File: src/rtl/array_ops_pkg.sv
// Shared types and helpers for the array-operation blocks.
//   state_t   : stream state of the diagonal extractor (IDLE, EMIT)
//   diag_len  : length of the main diagonal of a rows x cols matrix
//   idx_width : width of an index over n entries, never less than 1 bit
package array_ops_pkg;

    typedef enum logic {
        IDLE = 1'b0,
        EMIT = 1'b1
    } state_t;

    function automatic int diag_len(input int rows, input int cols);
        return (rows < cols) ? rows : cols;
    endfunction

    function automatic int idx_width(input int n);
        return (n > 1) ? $clog2(n) : 1;
    endfunction

endpackage

File: src/rtl/offdiag_nonzero_detect.sv
// Combinational detector: flag is high when any element off the main
// diagonal of in_mat is nonzero. Only instantiated by the diagonal
// extractor when DIAG_EXTRACT_CHECK_EN is defined.
// Ports:
//   in_mat  in   BIT_WIDTH x [ROWS][COLS] matrix
//   flag    out  1  OR over (in_mat[r][c] != 0) for all r != c
module offdiag_nonzero_detect #(
    parameter int BIT_WIDTH = 4,
    parameter int ROWS      = 8,
    parameter int COLS      = 8
) (
    input  logic [BIT_WIDTH-1:0] in_mat [ROWS][COLS],
    output logic                 flag
);

    always_comb begin
        flag = 1'b0;
        for (int r = 0; r < ROWS; r++) begin
            for (int c = 0; c < COLS; c++) begin
                if ((r != c) && (in_mat[r][c] != '0)) begin
                    flag = 1'b1;
                end
            end
        end
    end

endmodule

File: src/rtl/diagonal_extract_stream.sv
// Captures a ROWS x COLS matrix on a valid/ready handshake and streams its
// main diagonal out one element per beat, index k = 0 .. DIAG_LEN-1.
// Only the diagonal elements are stored.
//
// Optional feature macro: DIAG_EXTRACT_CHECK_EN
//   When defined, adds output not_diag: registered on accept, high when any
//   off-diagonal element of the accepted matrix is nonzero.
//
// Ports:
//   clk        in   clock, rising edge
//   rst_n      in   asynchronous active-low reset
//   in_valid   in   input matrix valid
//   in_ready   out  block can accept a matrix
//   in_mat     in   BIT_WIDTH x [ROWS][COLS] input matrix
//   out_valid  out  out_data valid
//   out_ready  in   consumer accepts beat
//   out_data   out  diagonal element in_mat[k][k]
//   out_idx    out  diagonal index k of the current beat
//   out_last   out  high on beat k == DIAG_LEN-1
//   not_diag   out  (DIAG_EXTRACT_CHECK_EN only) off-diagonal nonzero flag
//
// state | meaning
// ------+---------------------------------------------------------------
// IDLE  | no matrix held; in_ready high once out of reset
// EMIT  | presenting diag[k]; advances on out_ready, reloads on last beat
module diagonal_extract_stream
    import array_ops_pkg::*;
#(
    parameter int BIT_WIDTH = 4,
    parameter int ROWS      = 8,
    parameter int COLS      = 8,
    parameter int DIAG_LEN  = diag_len(ROWS, COLS),
    parameter int IDX_W     = idx_width(DIAG_LEN)
) (
    input  logic                 clk,
    input  logic                 rst_n,
    input  logic                 in_valid,
    output logic                 in_ready,
    input  logic [BIT_WIDTH-1:0] in_mat [ROWS][COLS],
    output logic                 out_valid,
    input  logic                 out_ready,
    output logic [BIT_WIDTH-1:0] out_data,
    output logic [IDX_W-1:0]     out_idx,
`ifdef DIAG_EXTRACT_CHECK_EN
    output logic                 out_last,
    output logic                 not_diag
`else
    output logic                 out_last
`endif
);

    localparam logic [IDX_W-1:0] LAST_IDX = IDX_W'(DIAG_LEN - 1);

    state_t                 state_q, state_d;
    logic [IDX_W-1:0]       k_q, k_d;
    logic [BIT_WIDTH-1:0]   diag_q [DIAG_LEN];
    logic [BIT_WIDTH-1:0]   diag_d [DIAG_LEN];
    // Holds in_ready low while reset is asserted and releases it on the
    // first clock edge after rst_n rises.
    logic                   ready_en_q, ready_en_d;
    logic                   beat_last;
    logic                   accept;

`ifdef DIAG_EXTRACT_CHECK_EN
    logic                   not_diag_q, not_diag_d;
    logic                   offdiag_flag;

    offdiag_nonzero_detect #(
        .BIT_WIDTH (BIT_WIDTH),
        .ROWS      (ROWS),
        .COLS      (COLS)
    ) u_offdiag (
        .in_mat (in_mat),
        .flag   (offdiag_flag)
    );

    assign not_diag = not_diag_q;
`endif

    assign beat_last = (k_q == LAST_IDX);

    // Outputs are decoded from state so an asynchronous reset clears them
    // immediately, without waiting for a clock edge.
    always_comb begin
        in_ready  = ready_en_q &
                    ((state_q == IDLE) ||
                     ((state_q == EMIT) && beat_last && out_ready));
        out_valid = (state_q == EMIT);
        out_data  = '0;
        out_idx   = '0;
        out_last  = 1'b0;
        if (state_q == EMIT) begin
            out_data = diag_q[k_q];
            out_idx  = k_q;
            out_last = beat_last;
        end
    end

    assign accept = in_valid & in_ready;

    always_comb begin
        state_d    = state_q;
        k_d        = k_q;
        diag_d     = diag_q;
        ready_en_d = 1'b1;
`ifdef DIAG_EXTRACT_CHECK_EN
        not_diag_d = not_diag_q;
`endif

        case (state_q)
            IDLE: begin
                if (accept) begin
                    state_d = EMIT;
                    k_d     = '0;
                end
            end
            EMIT: begin
                if (out_ready) begin
                    if (!beat_last) begin
                        k_d = k_q + 1'b1;
                    end else if (accept) begin
                        // Next matrix loads on the final beat: no bubble.
                        k_d = '0;
                    end else begin
                        state_d = IDLE;
                    end
                end
            end
            default: begin
                state_d = IDLE;
                k_d     = '0;
            end
        endcase

        if (accept) begin
            for (int i = 0; i < DIAG_LEN; i++) begin
                diag_d[i] = in_mat[i][i];
            end
`ifdef DIAG_EXTRACT_CHECK_EN
            not_diag_d = offdiag_flag;
`endif
        end
    end

    always_ff @(posedge clk or negedge rst_n) begin
        if (!rst_n) begin
            state_q    <= IDLE;
            k_q        <= '0;
            ready_en_q <= 1'b0;
            for (int i = 0; i < DIAG_LEN; i++) begin
                diag_q[i] <= '0;
            end
`ifdef DIAG_EXTRACT_CHECK_EN
            not_diag_q <= 1'b0;
`endif
        end else begin
            state_q    <= state_d;
            k_q        <= k_d;
            ready_en_q <= ready_en_d;
            diag_q     <= diag_d;
`ifdef DIAG_EXTRACT_CHECK_EN
            not_diag_q <= not_diag_d;
`endif
        end
    end

endmodule

File: config.mk
export PLATFORM = sky130hd
export DESIGN_NAME = diagonal_extract_stream
export DESIGN_NICKNAME = d
export VERILOG_FILES = /design/src/rtl/array_ops_pkg.sv /design/src/rtl/offdiag_nonzero_detect.sv /design/src/rtl/diagonal_extract_stream.sv
export SDC_FILE = /design/constraint.sdc
export NUM_CORES = 1
export LEC_CHECK = 0
export CAP_MARGIN = 20
export CORE_AREA = 2 2 105 107
export CTS_CLUSTER_SIZE = 30
export DETAILED_ROUTE_END_ITERATION = 16
export DIE_AREA = 0 0 107 109
export GPL_TIMING_DRIVEN = 0
export PLACE_DENSITY = 0.7
export SYNTH_ARGS = -nofsm -noshare
export SYNTH_HDL_FRONTEND = slang
export SYNTH_SLANG_ARGS = --single-unit
export TNS_END_PERCENT = 5
File: constraint.sdc
create_clock -name clk -period 4.43 [get_ports clk]
set_input_delay 0.443 -clock clk [delete_from_list [all_inputs] [get_ports clk]]
set_output_delay 0.443 -clock clk [all_outputs]
set_load 0.05 [all_outputs]
==> out/qor.yml <==
p_clk_share_pct: 12.5
io_buffers: 45
num_rows: 38
startpoint_type: "register"
cp.buffers_inverters: 3
setup_viol: 0
pin_count: 270
timing.setup.tns_ps: 0
dr.first_iter.drc_count: 59
die_height_um: 109
cpMaxStageDelayCell: "clkdlybuf4s50_1"
yosys.area.top_type: "dfrtp_1"
layout.cells.non_filler: 315
cp_top_family: "buffers and inverters"
num_antenna_cells: 0
crit_top_cell: "buf_4"
p_leak_uw: 0.00114
ys_warn_count: 0
seqPwrFrac_pct: 32.8
post-place-ws_ps: 1780
drive_gt1_share_pct: 32.0
synth_seq_cells: 37
skew_ps: 7.12
syn_inst: 122
drc: 0
syn_to_final_growth_pct: 37.2
root_buffer: "clkbuf_8"
htreeDepth: 2
wl_per_cell_um: 14.6
p_int_uw: 1130
core_area_um2: 10600
die_area_um2: 11700
dp_hpwl_um: 3480
dpl.cell_count: 307
routed_wl_um: 4600
synth_top_area_share_pct: 48.9
cts_tree: "done"
pwr-share-comb_pct: 54.7
post_cts_buffers: 0
antenna_found_initial: 0
ir_worst_vdd_v: 0.000441
grt_usage_pct: 8.35
powerDensity_nw_per_um2: 715
fin_crit_ps: 2950
end_kind: "output port"
clock-sinks: 37
reg2reg_depth: 6
synth_area_leaders: "dfrtp_1, mux2_4, mux2_2"
worstPathCellList: "buf_4 > buf_4 > mux4_2 > nor2_1 > a311oi_1 > clkdlybuf4s50_1"
avgSynthCellArea_um2: 15.5
worstSkewPairLatency_ps: 290
synthDistinctLibCells: 25
grt_first_pass_wirelength_um: 7340
grt_pass1_vias: 1313
timing.max_cap.violations: 0
cp.depth: 6
p_switching_uw: 722
ant_nets: 0
seq_area_frac_synth_pct: 48.9
fin_crit_sh_pct: 66.5
tightest_slew_ps: 826
clockBufferDepth: 2
via_per_inst: 3.81
hold_class: "primary input to async pin"
grt_max_degree: 38
clk_pin_slew_ps: 80
chipWidth_um: 107
cts_buffers: 5
cts_resized: 0
worstPathRequired_ps: 3990
start_util_pct: 17.8
cts_hold_buf: 0
final_max_slew_viol_count: 0
finalHoldViolations: 0
arrival_ps: 2500
overflow: 0
crit_fanout: 10
fin_nets: 436
fmax_ghz: 0.339
gp_congestion: 0.755
fin_util_pct: 24.5
critical_path_class: "register to output port"
cpPeakStageDelay_ps: 870
switching_share_pct: 38.9
relSlewSlack_pct: 44.9
status: "complete, no violations"
syn-num-nets: 384
syn-cell-area_um2: 1890
dr.pass1.iters: 4
vias: 1200
fin_ws_ps: 1480
rsz0062_at_grt: "false"
[Yosys cell counts]
master and instances:
clkbuf_1 1, nor2b_1 1, a311oi_1 4, a32o_1 3, buf_2 1, mux2_4 26, o21ai_0 4, buf_4 2
nor2_1 4, mux2_2 11, ha_1 2, a22o_1 2, mux4_2 2, dfrtp_1 37, conb_1 1, nand3_4 1
nand2_1 1, a21bo_4 1, buf_8 2, buf_6 2, mux2i_1 4, and2_1 5, mux4_1 2, inv_1 1
nand2b_1 2
[sequential cells by signal (all words and copies together), names as in the netlist]
register	count
diag_q	32
k_q	3
out_valid	1
ready_en_q	1
[logic make-up after synthesis]
| family | synth area share, % |
|---|---|
| muxes | 34.5 |
| DFF | 48.9 |
| AOI/OAI and AO/OA | 6.28 |
| and+or+nand+nor | 4.56 |
| buffers and inverters | 4.23 |
| adders and majority gates | 1.32 |
| other | 0.198 |
[area by class of cell]
| type | count | area (um^2) |
|---|---|---|
| multi-input cells | 76 | 886 |
| repair buffers | 45 | 445 |
| clock inverters | 2 | 10.0 |
| clock buffers | 6 | 72.6 |
| inverters | 1 | 3.75 |
| flip-flops and latches | 37 | 926 |
| well taps | 140 | 175 |
| plain buffers | 8 | 76.3 |
| fillers | 1101 | 8010 |
[power groups by stage]
stage	clock [uW]	combinational, uW	sequential, uW
finish	231	1020	609
global route	254	1080	633
CTS	241	1030	609
detailed placement	0	1020	615
global placement	0	1010	605
floorplan	0	747	588
[through the flow]
stage	total power, uW	hold slack [ps]	cell area (um^2)
global route	1960	315	2590
finish	1860	240	2590
CTS	1880	272	2590
detailed placement	1640	491	2510
global placement	1620	487	2520
floorplan	1340	147	1890
[per-layer routing]
metal | GRT usage, % | share of wire [%]
met1 | 11.1 | 49
met2 | 13.3 | 46
met3 | 2.15 | 4.0
met4 | 2.78 | 0.63
met5 | 0 | 0
[cells in the final DEF, fill, tap and decap left out]
master / count
clkdlybuf4s50_1: 44
dfrtp_1: 37
mux2_4: 26
mux2_2: 11
and2_1: 5
clkbuf_8: 5
mux2i_1: 4
o21ai_0: 4
nor2_1: 4
a311oi_1: 4
a32o_1: 3
clkbuf_1: 2
buf_2: 2
buf_6: 2
buf_4: 2
nand2b_1: 2
mux4_2: 2
mux4_1: 2
buf_8: 2
a22o_1: 2
ha_1: 2
clkinv_2: 2
a21bo_4: 1
nand3_4: 1
nand2_1: 1
inv_1: 1
nor2b_1: 1
conb_1: 1
[final timing paths]
kind	startpoint	end	slack, ps
hold / removal	rst_n	ready_en_q$_DFF_PN0_	240
setup / recovery	k_q[2]$_DFFE_PN0P_	out_data[1]	1480
setup reg to reg	k_q[0]$_DFFE_PN0P_	diag_q[28]$_DFFE_PN0P_	2430
max in group asynchronous	rst_n	diag_q[8]$_DFFE_PN0P_	3660
min in group clk	diag_q[0]$_DFFE_PN0P_	diag_q[0]$_DFFE_PN0P_	510
hold reg to reg	diag_q[0]$_DFFE_PN0P_	diag_q[0]$_DFFE_PN0P_	510
(Power assumes the default switching activity.)
